[src/rtl/alu_sequencer_if.sv]
// alu_sequencer_if: request/operand/result bundle between the ALU sequencer and its client.
interface alu_sequencer_if #(parameter int WIDTH = 8);
   logic             start;
   logic [2:0]       op;
   logic [WIDTH-1:0] acc_in;
   logic [WIDTH-1:0] bus_in;
   logic             busy;
   logic             done;
   logic             acc_we;
   logic [WIDTH-1:0] result;
   logic             zero;
   logic             carry;
   logic             overflow;
   modport master (output start, op, acc_in, bus_in,
                   input  busy, done, acc_we, result, zero, carry, overflow);
   modport slave  (input  start, op, acc_in, bus_in,
                   output busy, done, acc_we, result, zero, carry, overflow);
endinterface

[src/rtl/alu_sequencer.sv]
// alu_sequencer: multi-cycle ALU (single-cycle logic/arith, iterative shift, shift-add multiply) feeding the accumulator.
module alu_sequencer #(parameter int WIDTH = 8) (
   input logic CLK,
   input logic RESET,
   alu_sequencer_if.slave io
);
   localparam int CW = $clog2(WIDTH + 1);
   localparam logic [2:0] OP_ADD = 3'd0, OP_SUB = 3'd1, OP_AND = 3'd2, OP_OR = 3'd3,
                          OP_XOR = 3'd4, OP_SHL = 3'd6, OP_MUL = 3'd7;
   typedef enum logic [2:0] {S_IDLE, S_EXEC, S_SHIFT, S_MUL, S_DONE} state_t;
   state_t             r_state;
   logic [2:0]         r_op;
   logic [WIDTH-1:0]   r_a, r_b, r_result;
   logic [CW-1:0]      r_cnt;
   logic [2*WIDTH-1:0] r_mcand, r_prod;
   logic               r_busy, r_done, r_zero, r_carry, r_overflow;
   logic [WIDTH:0]     w_sum, w_diff;
   logic [WIDTH-1:0]   w_res, w_shl;
   logic [2*WIDTH-1:0] w_prod;
   logic               w_c, w_v;
   always_comb begin
      w_sum  = {1'b0, r_a} + {1'b0, r_b};
      w_diff = {1'b0, r_a} - {1'b0, r_b};
      w_res  = r_op == OP_ADD ? w_sum[WIDTH-1:0] :
               r_op == OP_SUB ? w_diff[WIDTH-1:0] :
               r_op == OP_AND ? r_a & r_b :
               r_op == OP_OR  ? r_a | r_b :
               r_op == OP_XOR ? r_a ^ r_b : ~r_a;
      w_c    = r_op == OP_ADD ? w_sum[WIDTH] : r_op == OP_SUB ? w_diff[WIDTH] : 1'b0;
      w_v    = r_op == OP_ADD ? (r_a[WIDTH-1] == r_b[WIDTH-1]) && (w_sum[WIDTH-1] != r_a[WIDTH-1]) :
               r_op == OP_SUB ? (r_a[WIDTH-1] != r_b[WIDTH-1]) && (w_diff[WIDTH-1] != r_a[WIDTH-1]) : 1'b0;
      // a zero shift count passes A through untouched
      w_shl  = r_cnt == '0 ? r_a : {r_a[WIDTH-2:0], 1'b0};
      w_prod = r_prod + (r_b[0] ? r_mcand : '0);
   end
   always_ff @(posedge CLK or posedge RESET) begin
      if (RESET) begin
         r_state    <= S_IDLE;
         r_op       <= '0;
         r_a        <= '0;
         r_b        <= '0;
         r_cnt      <= '0;
         r_mcand    <= '0;
         r_prod     <= '0;
         r_result   <= '0;
         r_busy     <= 1'b0;
         r_done     <= 1'b0;
         r_zero     <= 1'b0;
         r_carry    <= 1'b0;
         r_overflow <= 1'b0;
      end else begin
         r_done <= 1'b0;
         case (r_state)
            S_IDLE: if (io.start) begin
               r_op    <= io.op;
               r_a     <= io.acc_in;
               r_b     <= io.bus_in;
               r_cnt   <= io.op == OP_SHL ? CW'(io.bus_in[2:0]) : CW'(WIDTH);
               r_mcand <= {{WIDTH{1'b0}}, io.acc_in};
               r_prod  <= '0;
               r_busy  <= 1'b1;
               r_state <= io.op == OP_SHL ? S_SHIFT : io.op == OP_MUL ? S_MUL : S_EXEC;
            end
            S_EXEC: begin
               r_result   <= w_res;
               r_zero     <= w_res == '0;
               r_carry    <= w_c;
               r_overflow <= w_v;
               r_done     <= 1'b1;
               r_state    <= S_DONE;
            end
            S_SHIFT: if (r_cnt <= CW'(1)) begin
               r_result   <= w_shl;
               r_zero     <= w_shl == '0;
               r_carry    <= r_cnt != '0 && r_a[WIDTH-1];
               r_overflow <= 1'b0;
               r_done     <= 1'b1;
               r_state    <= S_DONE;
            end else begin
               r_a   <= w_shl;
               r_cnt <= r_cnt - CW'(1);
            end
            S_MUL: begin
               r_prod  <= w_prod;
               r_mcand <= r_mcand << 1;
               r_b     <= r_b >> 1;
               r_cnt   <= r_cnt - CW'(1);
               if (r_cnt == CW'(1)) begin
                  r_result   <= w_prod[WIDTH-1:0];
                  r_zero     <= w_prod[WIDTH-1:0] == '0;
                  r_carry    <= 1'b0;
                  r_overflow <= |w_prod[2*WIDTH-1:WIDTH];
                  r_done     <= 1'b1;
                  r_state    <= S_DONE;
               end
            end
            S_DONE: begin
               r_busy  <= 1'b0;
               r_state <= S_IDLE;
            end
            default: r_state <= S_IDLE;
         endcase
      end
   end
   assign io.busy     = r_busy;
   assign io.done     = r_done;
   assign io.acc_we   = r_done;
   assign io.result   = r_result;
   assign io.zero     = r_zero;
   assign io.carry    = r_carry;
   assign io.overflow = r_overflow;
endmodule
[src/flat_wrapper.sv]
// flat-port wrapper written by rule: the top's interface ports become plain ports
module alu_sequencer_flat 
#(parameter int WIDTH = 8)
  (CLK, RESET, io_start, io_op, io_acc_in, io_bus_in, io_busy, io_done, io_acc_we, io_result, io_zero, io_carry, io_overflow);
  alu_sequencer_if #(.WIDTH(WIDTH)) io_i ();
  input logic CLK;
  input logic RESET;
  input wire logic [$bits(io_i.start)-1:0] io_start;
  input wire logic [$bits(io_i.op)-1:0] io_op;
  input wire logic [$bits(io_i.acc_in)-1:0] io_acc_in;
  input wire logic [$bits(io_i.bus_in)-1:0] io_bus_in;
  output wire logic [$bits(io_i.busy)-1:0] io_busy;
  output wire logic [$bits(io_i.done)-1:0] io_done;
  output wire logic [$bits(io_i.acc_we)-1:0] io_acc_we;
  output wire logic [$bits(io_i.result)-1:0] io_result;
  output wire logic [$bits(io_i.zero)-1:0] io_zero;
  output wire logic [$bits(io_i.carry)-1:0] io_carry;
  output wire logic [$bits(io_i.overflow)-1:0] io_overflow;
  assign io_i.start = io_start;
  assign io_i.op = io_op;
  assign io_i.acc_in = io_acc_in;
  assign io_i.bus_in = io_bus_in;
  assign io_busy = io_i.busy;
  assign io_done = io_i.done;
  assign io_acc_we = io_i.acc_we;
  assign io_result = io_i.result;
  assign io_zero = io_i.zero;
  assign io_carry = io_i.carry;
  assign io_overflow = io_i.overflow;
  alu_sequencer #(.WIDTH(WIDTH)) u_core (.CLK(CLK), .RESET(RESET), .io(io_i));
endmodule
[config.mk]
export PLATFORM = sky130hd
export DESIGN_NAME = alu_sequencer_flat
export DESIGN_NICKNAME = d
export VERILOG_FILES = /design/src/rtl/alu_sequencer_if.sv /design/src/rtl/alu_sequencer.sv /design/src/flat_wrapper.sv
export SDC_FILE = /design/constraint.sdc
export NUM_CORES = 1
export LEC_CHECK = 0
export CORE_ASPECT_RATIO = 0.75
export CORE_MARGIN = 2
export CORE_UTILIZATION = 48
export DETAILED_ROUTE_END_ITERATION = 8
export GPL_TIMING_DRIVEN = 1
export PLACE_DENSITY = 0.7
export SLEW_MARGIN = 0
export SYNTH_ARGS = -nofsm -noshare
export SYNTH_HDL_FRONTEND = slang
export SYNTH_SLANG_ARGS = --single-unit
export TNS_END_PERCENT = 30
[constraint.sdc]
create_clock -name CLK -period 3.1 [get_ports CLK]
set_input_delay 0.62 -clock CLK [delete_from_list [all_inputs] [get_ports CLK]]
set_output_delay 0.62 -clock CLK [all_outputs]
set_load 0.02 [all_outputs]
Word-level counts from Yosys, hierarchy flattened
Index checks and enable logic that the tools add are counted.
{ "word_totals": {"reg_bits": 71, "output_inout_bits": 14} }
{ "op_classes": {"addsub": 4, "order_cmp": 1, "n_eq_ne": 19, "n_mux": 47, "n_bitwise": 4, "n_reduce_logical": 23} }
{ "ops": {"columns": ["op", "n"], "rows": [
  ["$mux 8", 11],
  ["$pmux 16 s2", 2],
  ["$mux 16", 3],
  ["$pmux 8 s2", 2],
  ["$logic_not 8->1", 3],
  ["$pmux 8 s3", 1],
  ["$add 16x16->16", 1],
  ["$mux 1", 13],
  ["$eq 3x2->1 const B", 4],
  ["$eq 3x3->1 const B", 4],
  ["$mux 3", 4],
  ["$mux 4", 3],
  ["$pmux 1 s3", 4],
  ["$pmux 3 s4", 1],
  ["$pmux 4 s3", 1],
  ["$reduce_and 3->1", 4],
  ["$add 8x8->9", 1],
  ["$sub 8x8->9", 1],
  ["$and 8x8->8", 1],
  ["$not 8->8", 1],
  ["$or 8x8->8", 1],
  ["$reduce_or 8->1", 1],
  ["$xor 8x8->8", 1],
  ["$eq 3x1->1 const B", 2],
  ["other kinds (16)", 28]
]} }

Depth between registers and ports, before layout
Gate-level depths: netlist of run 1.
{ "logic_depth": {"depth_word": 8, "mapped_depth": 12, "depth_no_buf": 12} }

Worst setup path before layout of run 1
No wires, ideal clock.
{ "synth_path": {"kind": "register -> register", "from": "register u_core.r_b[0]", "to": "register u_core.r_overflow (netlist: u_core.io.overflow)", "arrival_time_ps": 2892, "slack_ps": 82, "path_stages_with_launch": 13, "n_path_buf": 1, "path_cell_list": "dfrtp_1 > clkbuf_1 > and2_1 > ha_1 > fa_1 > a211o_2 > a21oi_2 > o31ai_2 > a21oi_4 > xnor2_1 > nor4b_2 > a41oi_1 > o32a_1"} }
{ "synth_between": {"elab_chain_len": 6} }
{ "synth_lines": {"columns": ["item", "line_no", "source"], "rows": [
  ["start, declared", "alu_sequencer.sv:13", "logic [WIDTH-1:0] r_a, r_b, r_result;"],
  ["start signal, assigned", "alu_sequencer.sv:57", "r_b <= io.bus_in;"],
  ["start signal, assigned", "alu_sequencer.sv:86", "r_b <= r_b >> 1;"],
  ["parallel branches: the longest is 5 deep, another holds $add 16x16->16", null, null],
  ["$pmux 1 s3 *", "alu_sequencer.sv:53", "case (r_state)"],
  ["end signal, assigned", "alu_sequencer.sv:68", "r_overflow <= w_v;"],
  ["end signal, assigned", "alu_sequencer.sv:92", "r_overflow <= |w_prod[2*WIDTH-1:WIDTH];"],
  ["end, declared", "alu_sequencer.sv:16", "logic r_busy, r_done, r_zero, r_carry, r_overflow;"]
]} }
Every way passes the cells marked *. The select of a mux whose other input is x is not followed.
A chain may end at the register's enable or synchronous reset.

Final worst setup path of run 1
Ends and elaborated chain as after synthesis.

==> results.sh, run 1 <==
export IMPL_clock_sinks=71
export IMPL_place_ws_ns=0.0180
export IMPL_numCtsBuffers=9
export IMPL_finalHoldViolCount=0
export IMPL_period_needed_ns=2.98
export IMPL_p_int_mw=3.70
export IMPL_antenna_found_initial=0
export IMPL_irDropWorstVdd_mv=0.690
export IMPL_fin_nets=772
export IMPL_setup_tns_ns=0
export IMPL_crit_fanout=15
export IMPL_initial_utilization=0.490
export IMPL_cp_required_ns=3.32
export IMPL_outcome="finished, final reports clean"
export IMPL_setup_slack_ns=0.120
export IMPL_postCtsHoldBufs=0
export IMPL_async_reset_ff_frac=1.00
export IMPL_postCtsSetupRepairBufs=0
export IMPL_path_class="flop to flop"
export IMPL_grt_max_degree=72
export IMPL_p_leak_nw=2.90
export IMPL_maxCapViolCount=0
export IMPL_cts_max_path_buffers=2
export IMPL_p_switching_mw=3.43
export IMPL_hp_class="flop to flop"
export IMPL_r2r_slack_ns=0.12
export IMPL_endpoint_kind="flop"
export IMPL_drc_errors=0
export IMPL_clkTransAtPathRegs_ns=0.06
export IMPL_die_height_um=95.4
export IMPL_tightest_slew_ns=0.899
export IMPL_dp_hpwl_um=11600
export IMPL_wl_um=15700
export IMPL_yosys_register_bits=71
export IMPL_power_density_mw_per_mm2=1150
export IMPL_rr_worst_depth=11
export IMPL_cts_tree="done"
export IMPL_clk_latency_ns=0.34
export IMPL_setup_viol=0
export IMPL_rsz0062_at_grt="no"
export IMPL_grt_first_pass_wirelength_um=25200
export IMPL_first_pass_iters=5
export IMPL_power_total_mw=7.13
export IMPL_r2r_end="u_core.io.overflow"
export IMPL_hold_depth=1
export IMPL_ys_flop_type="dfrtp_1"
export IMPL_gr_usage_all_layers=0.268
export IMPL_swShare=0.481
export IMPL_skew_ns=0.00750
export IMPL_drive_gt1_frac=0.0789
export IMPL_htree_num_levels=3
export IMPL_gr_total_overflow=0
export IMPL_slew_headroom=0.399
export IMPL_synth_area_mm2=0.00534
export IMPL_cp_start_kind="flop"
export IMPL_routed_via_density=6.06
export IMPL_synth_edf_count=0
export IMPL_p_clk_frac=0.155
export IMPL_worstReg2RegStart="u_core.r_b[0]"
export IMPL_slew_viol_final=0
export IMPL_combPwrFrac=0.613
export IMPL_wl_per_cell_um=18.5
export IMPL_chipWidth_um=126
export IMPL_portBuffers=35
export IMPL_coreArea_mm2=0.0109
export IMPL_place_gp_congestion=0.930
export IMPL_min_from="u_core.io.result[5]"
export IMPL_final_antenna_net_count=0
export IMPL_post_route_util=0.571
export IMPL_syn_inst=676
export IMPL_synth_fp_nets=742
export IMPL_drtIter0Drc=515
export IMPL_pwr_share_seq=0.231
export IMPL_finalCritPeriodShare=0.961
export IMPL_rows=33
export IMPL_ys_types=67
export IMPL_grt_pass1_vias=4837
export IMPL_antenna_cells=0
export IMPL_num_io_pins=36
export IMPL_arrival_ns=3.20
export IMPL_avgSynthCellArea_um2=7.90
export IMPL_root_buffer="clkbuf_16"
export IMPL_synth_warning_count=0
export IMPL_clock_fmax_mhz=336
export IMPL_hold_end="u_core.io.result[5]"
export IMPL_synth_seq_area_share=0.333
export IMPL_area_growth_pct=16.6
export IMPL_dieArea_mm2=0.0120
export IMPL_num_vias=5148
==> worst max-delay path, cell delays in order, from the launching register on <==
cell       delay (ns)
dfrtp_1          0.41
buf_4            0.19
and2_1           0.18
ha_1             0.37
a2111o_1         0.44
a21oi_4          0.16
nor4_1           0.08
o211ai_1         0.19
o2111ai_1        0.16
o21ba_1          0.26
a41oi_1          0.12
o32a_1           0.31
==> power groups by stage <==
stage          logic [mW]  registers [mW]  clock network, mW
2_1_floorplan        2.91            1.63                  0
3_3_place_gp         4.15            1.63                  0
3_5_place_dp         4.24            1.65                  0
4_1_cts              4.27            1.64               1.12
5_1_grt              4.80            1.69               1.17
6_report             4.37            1.65               1.11
==> metrics by stage <==
stage	instance area, µm²	hold WS [ns]	std cells
after global routing	6230	0.531	850
after detailed placement	5900	0.491	835
after global placement	5900	0.479	835
final	6230	0.500	850
after CTS	6210	0.507	850
after floorplan	5340	0.452	676
==> cells in the mapped netlist, types with 4 or more instances <==
| master | n | area share |
|---|---|---|
| nand2b_1 | 4 | 0.0047 |
| nand3_1 | 30 | 0.028 |
| a21oi_1 | 50 | 0.047 |
| ha_1 | 41 | 0.096 |
| mux2i_1 | 4 | 0.0075 |
| and2_1 | 16 | 0.019 |
| o21ai_0 | 45 | 0.042 |
| a21o_1 | 8 | 0.011 |
| nor3_1 | 13 | 0.012 |
| or3_1 | 4 | 0.0047 |
| o22ai_1 | 10 | 0.012 |
| a31oi_1 | 19 | 0.022 |
| mux2_2 | 4 | 0.0084 |
| inv_1 | 38 | 0.027 |
| nand2_1 | 118 | 0.083 |
| xor2_1 | 10 | 0.016 |
| clkbuf_1 | 35 | 0.025 |
| o221ai_1 | 4 | 0.0066 |
| nor2_1 | 58 | 0.041 |
| a211oi_1 | 9 | 0.013 |
| xnor2_1 | 8 | 0.013 |
| nor2b_1 | 6 | 0.0070 |
| o211ai_1 | 5 | 0.0070 |
| dfrtp_1 | 71 | 0.33 |
==> sequential cells by signal (all words and copies together), names as in the netlist, 3 cells and up <==
name              count
u_core.r_cnt          4
u_core.r_op           3
u_core.r_a            8
u_core.r_b            8
u_core.r_mcand       16
u_core.r_state        3
u_core.r_prod        16
u_core.io.result      8
==> layout make-up <==
class                   instances  area (µm²)
flip-flops and latches         71        1780
well taps                     140         175
inverters                      38         143
clock inverters                 5        83.8
clock buffers                  10         229
multi-input cells             528        3280
fillers                       995        4670
repair buffers                 58         536
==> worst max-delay path by stage <==
stage	startpoint	endpoint	slack, ns	depth (start not counted)
global route	u_core.r_b[0]	u_core.io.overflow	0.02	11
finish	u_core.r_b[0]	u_core.io.overflow	0.12	11
global placement	u_core.r_b[0]	u_core.io.overflow	0.1	11
detailed placement	u_core.r_b[0]	u_core.io.overflow	0.02	11
floorplan	u_core.r_b[0]	u_core.io.overflow	0.08	12
CTS	u_core.r_b[0]	u_core.io.overflow	0.09	11
==> cells by family after synthesis <==
logic type,after synthesis,share of synthesized area
DFF,71,0.333
buffers and inverters,77,0.0560
and+or+nand+nor,264,0.222
muxes,9,0.0201
AOI/OAI and AO/OA,193,0.233
xor gates and xnor gates,18,0.0295
adders and majority gates,44,0.107
==> what timing repair did <==
action	4_1_cts	5_1_grt
resized for setup	1	4
pin swaps	0	1
endpoints found under the setup margin	1	2
==> cell usage in the layout, fill, tap and decap left out, drive strengths merged, types with 4 or more instances in the layout <==
| master | Yosys | routed |
|---|---|---|
| ha | 41 | 41 |
| xnor2 | 8 | 8 |
| nor2b | 6 | 6 |
| a21oi | 52 | 52 |
| nand2 | 118 | 118 |
| or3 | 4 | 4 |
| nand2b | 4 | 4 |
| o221ai | 4 | 4 |
| dfrtp | 71 | 71 |
| inv | 38 | 38 |
| clkbuf | 35 | 10 |
| mux2i | 4 | 4 |
| nor3 | 14 | 14 |
| a21o | 8 | 8 |
| o211ai | 5 | 5 |
| nand3 | 30 | 30 |
| o22ai | 10 | 10 |
| mux2 | 4 | 4 |
| xor2 | 10 | 10 |
| o21ai | 47 | 47 |
| and2 | 16 | 16 |
| clkdlybuf4s50 | 0 | 35 |
| a31oi | 19 | 19 |
| nor2 | 58 | 58 |
| buf | 4 | 23 |
| a211oi | 9 | 9 |
==> routing by layer <==
layer  share of wire  vias to the layer above  GRT usage
met5               0                        -          0
met2            0.42                      221      0.398
met4           0.015                        0     0.0723
li1                -                     2438          -
met1            0.49                     2464      0.405
met3           0.074                       25     0.0460
No activity file was read; power rests on OpenSTA's default activity.
==> inputs of run 2 (changes only) <==
Settings changed: CAP_MARGIN set to 20, GPL_TIMING_DRIVEN 1 to 0.
==> run 2 against run 1 <==
- final cell count grew 2.6%
- clock power shrank 8%
- maximum frequency shrank 3.2%
- count of clock-buffer cells in the layout grew 1
- register-to-register slack lost 0.098 ns
- sequential share of layout area shrank 0.16 points
- sequential cell count is the same
- power shrank 0.72%
- first-iteration DRC count grew 6.6%
- combinational power is essentially flat
- worst hold slack lost 0.013 ns
- largest power group unchanged
==> results.sh, run 2 (synthesis gave the netlist of run 1 again) <==
export IMPL_outcome="finished, final reports clean"
export IMPL_die_height_um=95.4
export IMPL_initial_utilization=0.490
export IMPL_whs_ns=0.487
export IMPL_dp_cells=851
export IMPL_p_leak_nw=2.89
export IMPL_final_antenna_net_count=0
export IMPL_path_class="flop to flop"
export IMPL_cp_required_ns=3.32
export IMPL_clk_latency_ns=0.34
export IMPL_grt_first_pass_wirelength_um=26100
export IMPL_most_common_layout_cells="nand2_1, dfrtp_1, nor2_1, a21oi_1, o21ai_0"
export IMPL_slew_viol_final=0
export IMPL_finalHoldViolCount=0
export IMPL_chipWidth_um=126
export IMPL_post_route_util=0.576
export IMPL_slew_headroom=0.409
export IMPL_antenna_cells=0
export IMPL_drive_gt1_frac=0.0751
export IMPL_area_growth_pct=17.5
export IMPL_postCtsHoldBufs=0
export IMPL_rows=33
export IMPL_cp_start_kind="flop"
export IMPL_top_regs="u_core.r_mcand (16), u_core.r_prod (16)"
export IMPL_wl_um=16400
export IMPL_gr_total_overflow=0
export IMPL_dp_hpwl_um=12200
export IMPL_skew_ns=0.00686
export IMPL_power_density_mw_per_mm2=1130
export IMPL_wl_per_cell_um=18.8
export IMPL_irDropWorstVdd_mv=0.462
export IMPL_grt_max_degree=72
export IMPL_coreArea_mm2=0.0109
export IMPL_rsz0062_at_grt="yes"
export IMPL_setup_viol=0
export IMPL_numCtsBuffers=9
export IMPL_gr_usage_all_layers=0.280
export IMPL_nFillCells=1006
export IMPL_clkTransAtPathRegs_ns=0.06
export IMPL_tightest_slew_ns=0.886
export IMPL_htree_num_levels=3
export IMPL_cts_tree="done"
export IMPL_maxCapViolCount=0
export IMPL_crit_fanout=5
export IMPL_period_needed_ns=3.08
export IMPL_portBuffers=35
export IMPL_place_gp_congestion=0.963
export IMPL_cts_max_path_buffers=2
export IMPL_clock_fmax_mhz=325
export IMPL_finalCritPeriodShare=0.993
export IMPL_clock_sinks=71
export IMPL_arrival_ns=3.30
export IMPL_fin_nets=793
export IMPL_place_ws_ns=-0.510
export IMPL_antenna_found_initial=0
export IMPL_num_io_pins=36
export IMPL_dieArea_mm2=0.0120
export IMPL_final_common_cell="nand2_1"
export IMPL_drtIter0Drc=549
export IMPL_routed_via_density=6.07
export IMPL_hp_class="flop to flop"
export IMPL_root_buffer="clkbuf_16"
export IMPL_setup_slack_ns=0.0215
export IMPL_fin_cells=872
export IMPL_grt_pass1_vias=4921
export IMPL_drc_errors=0
export IMPL_first_pass_iters=7
export IMPL_endpoint_kind="flop"
export IMPL_num_vias=5297
run 2: routing by layer:
metal	up-vias	GRT usage	wire [µm]
met5	-	0	0
met4	0	0.0714	265
met3	29	0.0819	1720
met2	260	0.396	6600
met1	2519	0.417	7840
li1	2489	-	-
run 2: path summary, 6_finish.rpt:
kind / slack, ns / startpoint / cells after the start / endpoint
max in group asynchronous: 1.63 / RESET / 2 / u_core.r_a[1]
hold / removal: 0.49 / u_core.r_mcand[12] / 2 / u_core.r_mcand[13]
hold reg to reg: 0.49 / u_core.r_mcand[12] / 2 / u_core.r_mcand[13]
setup reg to reg: 0.02 / u_core.r_b[0] / 11 / u_core.io.overflow
min in group asynchronous: 0.82 / RESET / 2 / u_core.r_state[2]
setup / recovery: 0.02 / u_core.r_b[0] / 11 / u_core.io.overflow
run 2: report_power, final:
part	internal (mW)	switching (mW)	total (mW)	leakage [nW]
clock network	0.623	0.401	1.02	0.136
registers	1.27	0.403	1.67	0.903
logic	1.69	2.70	4.39	1.85
run 2: final cells by class:
type	instances	area, µm²	share of cell area
Sequential cell	71	1780	0.284
Buffer	38	153	0.0243
Multi-Input combinational cell	528	3330	0.531
Timing Repair Buffer	41	395	0.0630
Clock buffer	11	233	0.0371
Inverter	38	145	0.0231
Clock inverter	5	58.8	0.00937
Tap cell	140	175	0.0279
run 2: what timing repair did:
| action | 4_1_cts | 5_1_grt |
|---|---|---|
| setup buffers | 4 | 2 |
| pin swaps | 1 | 5 |
| setup endpoints to repair | 4 | 3 |
| resized for setup | 5 | 16 |
run 2: worst max-delay path: stages (launching register included):
cell	delay (ns)
dfrtp_2	0.43
and2_1	0.17
ha_2	0.19
fa_2	0.39
a211o_2	0.34
a21oi_4	0.21
o31ai_2	0.12
a21oi_4	0.17
xnor2_2	0.10
nor4b_2	0.33
a41oi_2	0.20
o32a_1	0.32
run 2: through the flow:
stage	cell area [µm²]	setup TNS [ns]	total power, mW
after floorplan	5340	0	4.54
after global placement	5870	-37.58	5.74
after detailed placement	5870	-0.842	5.81
after CTS	6210	0	6.92
after global routing	6270	-0.104	7.58
final	6270	0	7.08
==> inputs of run 3 (changes only) <==
Settings changed: HOLD_SLACK_MARGIN set to 0.12.
==> results of run 3 <==
No change in the layout: final DEF, timing and power equal those of run 2.
